===== config.mk =====
export PLATFORM = sky130hd
export DESIGN_NAME = fifo_uart_tx
export DESIGN_NICKNAME = d
export VERILOG_FILES = /design/src/rtl/fifo_uart_pkg.sv /design/src/rtl/fifo_uart_tx_bit_timer.sv /design/src/rtl/fifo_uart_tx.sv
export SDC_FILE = /design/constraint.sdc
export NUM_CORES = 1
export LEC_CHECK = 0
export BUFFER_PORTS_ARGS = -buffer_cell sky130_fd_sc_hd__buf_2
export CORE_MARGIN = 8
export CORE_UTILIZATION = 35
export CTS_CLUSTER_SIZE = 14
export DETAILED_ROUTE_END_ITERATION = 10
export PLACE_DENSITY = 0.52
export SLEW_MARGIN = 20
export SYNTH_ARGS = -nofsm -noshare
export SYNTH_HDL_FRONTEND = slang
export SYNTH_SLANG_ARGS = --single-unit

===== constraint.sdc =====
create_clock -name clk -period 1.7 [get_ports clk]
set_clock_uncertainty 0.15 [all_clocks]
set_input_delay 0.34 -clock clk [delete_from_list [all_inputs] [get_ports clk]]
set_output_delay 0.34 -clock clk [all_outputs]
set_load 0.005 [all_outputs]

===== src/rtl/fifo_uart_pkg.sv =====
`timescale 1ns/1ps
// Shared constants for the FIFO-fed UART transmitter: FSM state codes,
// frame geometry and the default bit period.
package fifo_uart_pkg;

    localparam int DATA_BITS            = 8;
    localparam int FRAME_BITS           = 10;
    localparam int DEFAULT_CLKS_PER_BIT = 16;

    // FSM state encoding
    localparam logic [2:0] ST_IDLE  = 3'd0;
    localparam logic [2:0] ST_POP   = 3'd1;
    localparam logic [2:0] ST_LATCH = 3'd2;
    localparam logic [2:0] ST_START = 3'd3;
    localparam logic [2:0] ST_DATA  = 3'd4;
    localparam logic [2:0] ST_STOP  = 3'd5;

    // The serial line is only driven by the bit timer in these states
    function automatic logic state_on_line(input logic [2:0] st);
        return (st == ST_START) || (st == ST_DATA) || (st == ST_STOP);
    endfunction

endpackage


===== src/rtl/fifo_uart_tx_bit_timer.sv =====
`timescale 1ns/1ps
// Bit-period timer: counts 0..CLKS_PER_BIT-1 while run is high and flags
// the last clock of every bit period.
module uart_bit_timer
    import fifo_uart_pkg::*;
#(
    parameter int CLKS_PER_BIT = DEFAULT_CLKS_PER_BIT
) (
    input  logic clk,
    input  logic rst,
    input  logic run,
    output logic bit_done
);

    localparam logic [15:0] LAST_CNT = 16'(CLKS_PER_BIT - 1);

    logic [15:0] cnt_r;

    assign bit_done = run && (cnt_r == LAST_CNT);

    // Bit counter: held at zero when idle, wraps at the end of each period
    always_ff @(posedge clk or posedge rst) begin
        if (rst) begin
            cnt_r <= 16'd0;
        end else if (!run) begin
            cnt_r <= 16'd0;
        end else if (cnt_r == LAST_CNT) begin
            cnt_r <= 16'd0;
        end else begin
            cnt_r <= cnt_r + 16'd1;
        end
    end

endmodule


===== src/rtl/fifo_uart_tx.sv =====
`timescale 1ns/1ps
// FIFO-fed 8N1 UART transmitter. Pops one byte from an upstream FIFO,
// latches it the following cycle and shifts it out LSB first.
module fifo_uart_tx
    import fifo_uart_pkg::*;
#(
    parameter int CLKS_PER_BIT = DEFAULT_CLKS_PER_BIT
) (
    input  logic        clk,
    input  logic        rst,
    input  logic        enable,
    input  logic        fifo_empty,
    input  logic [7:0]  fifo_dout,
    output logic        fifo_pop,
    output logic        txd,
    output logic        busy,
    output logic [15:0] frame_cnt
);

    logic [2:0]  state_r;
    logic [2:0]  state_s;
    logic [7:0]  shreg_r;
    logic [7:0]  shreg_s;
    logic [2:0]  idx_r;
    logic [2:0]  idx_s;
    logic        txd_r;
    logic        txd_s;
    logic        busy_r;
    logic [15:0] frame_cnt_r;
    logic        frame_inc_s;
    logic        bit_done_s;

    uart_bit_timer #(
        .CLKS_PER_BIT(CLKS_PER_BIT)
    ) u_bit_timer (
        .clk      (clk),
        .rst      (rst),
        .run      (state_on_line(state_r)),
        .bit_done (bit_done_s)
    );

    // The read strobe is a pure state decode, so it lasts one cycle per byte
    assign fifo_pop  = (state_r == ST_POP);
    assign txd       = txd_r;
    assign busy      = busy_r;
    assign frame_cnt = frame_cnt_r;

    // Next-state, shift register and bit index logic
    always_comb begin
        state_s     = state_r;
        shreg_s     = shreg_r;
        idx_s       = idx_r;
        frame_inc_s = 1'b0;
        case (state_r)
            ST_IDLE: begin
                if (enable && !fifo_empty) begin
                    state_s = ST_POP;
                end else begin
                    state_s = ST_IDLE;
                end
            end
            ST_POP: begin
                state_s = ST_LATCH;
            end
            ST_LATCH: begin
                shreg_s = fifo_dout;
                state_s = ST_START;
            end
            ST_START: begin
                if (bit_done_s) begin
                    state_s = ST_DATA;
                end else begin
                    state_s = ST_START;
                end
            end
            ST_DATA: begin
                if (bit_done_s) begin
                    shreg_s = {1'b0, shreg_r[7:1]};
                    if (idx_r == 3'(DATA_BITS - 1)) begin
                        idx_s   = 3'd0;
                        state_s = ST_STOP;
                    end else begin
                        idx_s   = idx_r + 3'd1;
                        state_s = ST_DATA;
                    end
                end else begin
                    state_s = ST_DATA;
                end
            end
            ST_STOP: begin
                if (bit_done_s) begin
                    frame_inc_s = 1'b1;
                    state_s     = ST_IDLE;
                end else begin
                    state_s = ST_STOP;
                end
            end
            default: begin
                state_s = ST_IDLE;
                idx_s   = 3'd0;
            end
        endcase
    end

    // Line level follows the next state so txd lines up with state_r
    always_comb begin
        txd_s = 1'b1;
        case (state_s)
            ST_START: txd_s = 1'b0;
            ST_DATA:  txd_s = shreg_s[0];
            default:  txd_s = 1'b1;
        endcase
    end

    // State, datapath and registered outputs
    always_ff @(posedge clk or posedge rst) begin
        if (rst) begin
            state_r     <= ST_IDLE;
            shreg_r     <= 8'h00;
            idx_r       <= 3'd0;
            txd_r       <= 1'b1;
            busy_r      <= 1'b0;
            frame_cnt_r <= 16'h0000;
        end else begin
            state_r <= state_s;
            shreg_r <= shreg_s;
            idx_r   <= idx_s;
            txd_r   <= txd_s;
            busy_r  <= (state_s != ST_IDLE);
            if (frame_inc_s) begin
                frame_cnt_r <= frame_cnt_r + 16'd1;
            end else begin
                frame_cnt_r <= frame_cnt_r;
            end
        end
    end

endmodule


After elaboration in Yosys (flattened, before gate mapping)
Cells that the tools add are included.
- flip-flop bits (word level): 48
- latch bits: 0
- bits in writable memories: 0
- bits in read-only memories: 0
- output and inout bits: 19
- word-level logic and storage cells: 49
- memories kept: 0
- $add $sub $neg: 3
- multipliers: 0
- div/mod/pow operators: 0
- $lt $le $gt $ge: 0
- equality and inequality tests: 10
- shift operators: 0
- mux-type cells: 16
- bitwise operators: 1
- reductions and logical operators: 11
- operator list (cell ; count):
    16-bit by 1-bit adder with 16-bit output, second input constant ; 2
    16-bit two-way mux ; 2
    3-bit case mux with 6 select lines ; 1
    16-bit by 4-bit == test with 1-bit output, second input constant ; 1
    8-bit case mux with 2 select lines ; 1
    3-bit two-way mux ; 5
    3-bit == test, second input constant ; 4
    3-bit by 2-bit == test with 1-bit output, second input constant ; 3
    8-bit two-way mux ; 1
    3-bit case mux with 2 select lines ; 1
    5-bit OR reduction ; 1
    1-bit two-way mux ; 4
    2-bit AND reduction ; 2
    3-bit by 1-bit adder with 3-bit output, second input constant ; 1
    3-bit by 1-bit == test with 1-bit output, second input constant ; 1
    3-bit logical NOT ; 1
    3-bit nonzero test ; 1
    1-bit logical AND ; 2
    1-bit logical OR ; 2
    2-bit != test, second input constant ; 1
    1-bit case mux with 2 select lines ; 1
    2-bit nonzero test ; 1
    1-bit logical NOT ; 1
    1-bit inverter ; 1

Logic depth before layout (Yosys ltp)
- word-level depth: 8
- mapped depth: 7
- mapped depth without buffers: 5

Hierarchy
A second synthesis with hierarchy kept.
- cell total of the unflattened synthesis: 217
- area, all modules: 2313.5 um^2
- modules (own cells, without submodules) (module ; instances ; cells each ; area an instance (um^2) ; seq. area each (um^2)):
    fifo_uart_tx ; 1 ; 136 ; 1501.4 ; 802.0
    uart_bit_timer ; 1 ; 81 ; 812.0 ; 400.4

Worst setup path before layout
OpenSTA, ideal clock, no wires.
- path kind: reg2reg
- start point: register u_bit_timer.cnt_r[0]
- end point: register shreg_r[1]
- library setup time: 0.067 ns
- arrival: 1.639 ns
- required time: 1.483 ns
- path slack: -0.156 ns
- stages on the path, launching flop included: 7
- path buffers: 1
- path through: dfrtp_1 -> ha_1 -> and4b_1 -> and4_1 -> buf_2 -> a21oi_1 -> a221o_1
- cells in the longest elaborated chain, start to end: 4
- ends and longest elaborated chain (element ; RTL line ; text):
    start: declaration ; fifo_uart_tx_bit_timer.sv:17 ; logic [15:0] cnt_r;
    start signal: assignment ; fifo_uart_tx_bit_timer.sv:30 ; cnt_r <= cnt_r + 16'd1;
    16-bit by 4-bit == test with 1-bit output ; fifo_uart_tx_bit_timer.sv:19 ; assign bit_done = run && (cnt_r == LAST_CNT);
    1-bit logical AND ; fifo_uart_tx_bit_timer.sv:19 ;
    2-bit != test (no line) ; n/a ;
    2-bit AND reduction (no line) ; n/a ;
    end signal: assignment ; fifo_uart_tx.sv:126 ; shreg_r <= shreg_s;
    end: declaration ; fifo_uart_tx.sv:22 ; logic [7:0] shreg_r;
Every way passes these cells.
A chain may end at the register's enable or synchronous reset.

Worst setup path after layout
- start point: register u_bit_timer.cnt_r[7]
- end point: register u_bit_timer.cnt_r[10]
- cells in the longest elaborated chain, start to end: 3
- elaborated cells on any way between the ends: 4
- ends and longest elaborated chain (element ; RTL line ; text):
    16-bit by 1-bit adder with 16-bit output or 16-bit by 4-bit == test with 1-bit output (tied branches) ; fifo_uart_tx_bit_timer.sv:30, fifo_uart_tx_bit_timer.sv:27 ;
    16-bit two-way mux * ; fifo_uart_tx_bit_timer.sv:27 ; end else if (cnt_r == LAST_CNT) begin
    16-bit two-way mux * ; fifo_uart_tx_bit_timer.sv:25 ; end else if (!run) begin
Mark *: on every way between the ends. The rest lies on a longest branch, timed or not.

==> metrics.md <==
| Metric | Value |
|---|---|
| Final #Nets | `around 330` |
| Largest net degree at the start of global routing | `between 40 and 50` |
| Hold WC Path Type | `primary input to flip-flop` |
| Synth Instances | `237` |
| Vias in the first global route | `2120` |
| PwrDens | `550 mW/mm2` |
| Failing checks | `negative setup slack` |
| CTS Root Cell | `clkbuf_8` |
| Critical path class | `flip-flop to flip-flop` |
| CTS H-Tree Depth | `2` |
| Post-Synth Simple-Gate Area | `28.1%` |
| First-pass GRT wire length | `10200 um` |
| Sequential share of the synthesized area | `between 40% and 50%` |
| Syn Nets | `253` |
| Worst IR Drop VDD | `0.000281 V` |
| Tot GR Track Use | `around 12%` |
| Number of buffers created by CTS | `5` |
| Initial antenna violation count | `0` |
| Synth Area in Compound Gates | `under 10%` |
| DRC Markers | `0` |
| Mapped Area | `0.00252 mm2` |
| Data required, critical path | `1.75 ns` |
| Worst Path Arrival | `around 1.9 ns` |
| Slew headroom | `71.0%` |
| Final setup viols | `46` |
| CP Capture Type | `flip-flop` |
| Setup WS post-layout | `-0.187 ns` |
| Max-cap violations | `0` |
| DIE AREA | `0.0102 mm2` |
| Routed WL | `5960 um` |
| # rows | `31` |
| Global route total overflow | `0` |
| Static leakage power | `1.54 nW` |
| CORE AREA | `~0.007 mm2` |
| Buffers on Ports | `30` |
| DRT iter0 DRCs | `51` |
| Number of non-filler instances in the completed layout | `410` |
| Routed WL per cell | `14.5 um` |
| Final count of hold timing violations | `0` |
| # placed instances | `390` |
| Worst-skew pair later-pin latency | `a little over 0.3 ns` |
| Largest family of logic cells by synthesized area | `simple AND/OR/NAND/NOR gates` |
| Clk buf depth | `2` |
| Vias/cell | `5.04` |
| Synthesis Warnings | `0` |
| Setup TNS | `-5.71 ns` |
| Period utilisation layout | `111%` |
| First drt pass iteration count | `4` |
| Antenna cell count | `0` |
| Gpl congestion | `0.840` |
| HPWL Detailed | `4080 um` |
| Sink Count | `48` |
| IO Count | `31` |
| Synth Area in XOR/XNOR | `between 9 and 10%` |
| Portion of netlist area occupied by mux cells | `0.844%` |
| Critical Path Fanout Max | `8` |
| Share of cells above drive strength 1 | `a little over two fifths` |
| Worst slew pin tran | `0.435 ns` |
| Die Wd | `a little over 100 um` |
| Unrepaired setup endpoints after global routing | `yes` |
| Pins Over Slew Limit | `0` |
| Fmax achieved | `0.530 GHz` |
| Starting Density | `between 30% and 40%` |
| Synthesized flop and latch total | `48` |
| Avg Cell Area, Syn | `10.6 um2` |
| Final Power | `between 1.5 and 2 mW` |
| Die height | `101 um` |
| Yosys cell types | `42` |
| Min Tclk post-route | `roughly 1.9 ns` |
| Adder-Cell Fraction of Synth Area | `1.99%` |
| Startpoint types | `flip-flop` |
| CTS tree | `built` |
| Clock transition at the registers of the reported paths | `0.10 ns` |
| Antenna Nets Post-Route | `0` |
| Status | `finished, violations left` |
| Vias after detailed routing | `2068` |
| Synth-to-Final Area Change | `41.1%` |
==> cell type report <==
type	instances	area (um2)
timing repair buffer	77	611
tap	99	124
inverter	9	41.3
sequential	48	1210
clock inverter	2	15.0
fill	645	3540
multi-input combinational	169	1480
clock buffer	6	82.6
==> per-layer routing <==
layer | wire, um | share of wire (%) | track usage (%)
met1 | 2620 | 44 | 14.9
met2 | 3020 | 51 | 21.5
met3 | 234 | 3.9 | 2.83
met4 | 74 | 1.2 | 4.19
met5 | 0 | 0 | 0
==> registers in the layout, summed over array words and instances (netlist names) <==
name               cells
txd                    1
state_r                3
shreg_r                8
busy                   1
frame_cnt             16
u_bit_timer.cnt_r     16
idx_r                  3
==> metrics by stage <==
step	hold WS [ns]	instance area, um2	util, %	setup slack, ns
after floorplan	0.219	2560	-	-0.0255
after global placement	0.274	3070	43.2	-0.162
after detailed placement	0.277	3070	43.2	-0.189
after CTS	0.0927	3460	48.8	-0.190
after global routing	0.108	3550	50.1	-0.282
final	0.0997	3550	50.1	-0.187
==> what timing repair did <==
| action | CTS | global route |
|---|---|---|
| gates cloned | 3 | 0 |
| setup buffers | 3 | 6 |
| resized for setup | 39 | 20 |
| hold buffers | 1 | 0 |
| hold endpoints to repair | 47 | 0 |
| pin swaps | 12 | 10 |
| setup endpoints to repair | 43 | 48 |
==> synthesized netlist by cell type, drive strengths merged <==
| library cell | number | area [um2] |
|---|---|---|
| and3b | 1 | 8.76 |
| a31oi | 2 | 12.5 |
| nor2b | 2 | 12.5 |
| mux2i | 1 | 10.0 |
| buf | 8 | 47.5 |
| ha | 4 | 50.1 |
| nor2 | 21 | 78.8 |
| nor4 | 20 | 230 |
| o21a | 1 | 7.51 |
| nor3 | 7 | 40.0 |
| dfrtp | 47 | 1180 |
| inv | 9 | 33.8 |
| a221o | 9 | 90.1 |
| and4 | 4 | 35.0 |
| nor3b | 3 | 22.5 |
| and4b | 1 | 10.0 |
| o31ai | 1 | 7.51 |
| clkbuf | 3 | 12.5 |
| xor2 | 16 | 140 |
| nand2b | 2 | 12.5 |
| a21oi | 2 | 10.0 |
| mux2 | 1 | 11.3 |
| a31o | 1 | 8.76 |
| nand3 | 15 | 80.1 |
| and2 | 1 | 6.26 |
| o211ai | 2 | 15.0 |
| dfstp | 1 | 26.3 |
| o21ai | 9 | 48.8 |
| xnor2 | 12 | 105 |
| nand2 | 12 | 45.0 |
| and3 | 9 | 56.3 |
| nand4 | 10 | 68.8 |
==> cell families after synthesis <==
kind of cell | Yosys count
AO/OA/AOI/OAI | 27
XOR/XNOR | 28
adder cells (fa/ha/maj) | 4
buffers and inverters | 20
flip-flops | 48
multiplexers | 2
AND/OR/NAND/NOR | 108
==> critical path, stage by stage, from the launching register on <==
cell	delay [ns]
dfrtp_2	0.44
nor4_4	0.36
nand4_4	0.17
buf_12	0.17
buf_16	0.14
o21ai_4	0.10
buf_12	0.20
nor2_2	0.05
==> power by group <==
part           internal, mW  switching [mW]  total (mW)
Clock                 0.330           0.411       0.741
Combinational        0.0242          0.0312      0.0554
Sequential             1.15         0.00636        1.16
==> path summary, 6_finish.rpt <==
| kind | start | end | slack, ns | cells after the start |
|---|---|---|---|---|
| setup / recovery | u_bit_timer.cnt_r[7] | u_bit_timer.cnt_r[10] | -0.19 | 7 |
| hold / removal | fifo_dout[7] | shreg_r[7] | 0.1 | 3 |
| setup reg to reg | u_bit_timer.cnt_r[7] | u_bit_timer.cnt_r[10] | -0.19 | 7 |
| hold reg to reg | frame_cnt[15] | frame_cnt[15] | 0.32 | 1 |
| max in group asynchronous | rst | txd | 0.64 | 4 |
| min in group asynchronous | rst | frame_cnt[6] | 0.48 | 4 |
==> cell usage in the layout, fill, tap and decap left out, drive strengths merged, types with 6 or more instances in the layout <==
cell type	instances
nand3	15
o21ai	9
buf	76
nand4	10
and3	9
clkbuf	6
a221o	9
nor3	7
xor2	16
inv	7
nor2	21
nand2	12
nor4	20
xnor2	12
dfrtp	47
No activity file was read; power rests on OpenSTA's default activity.
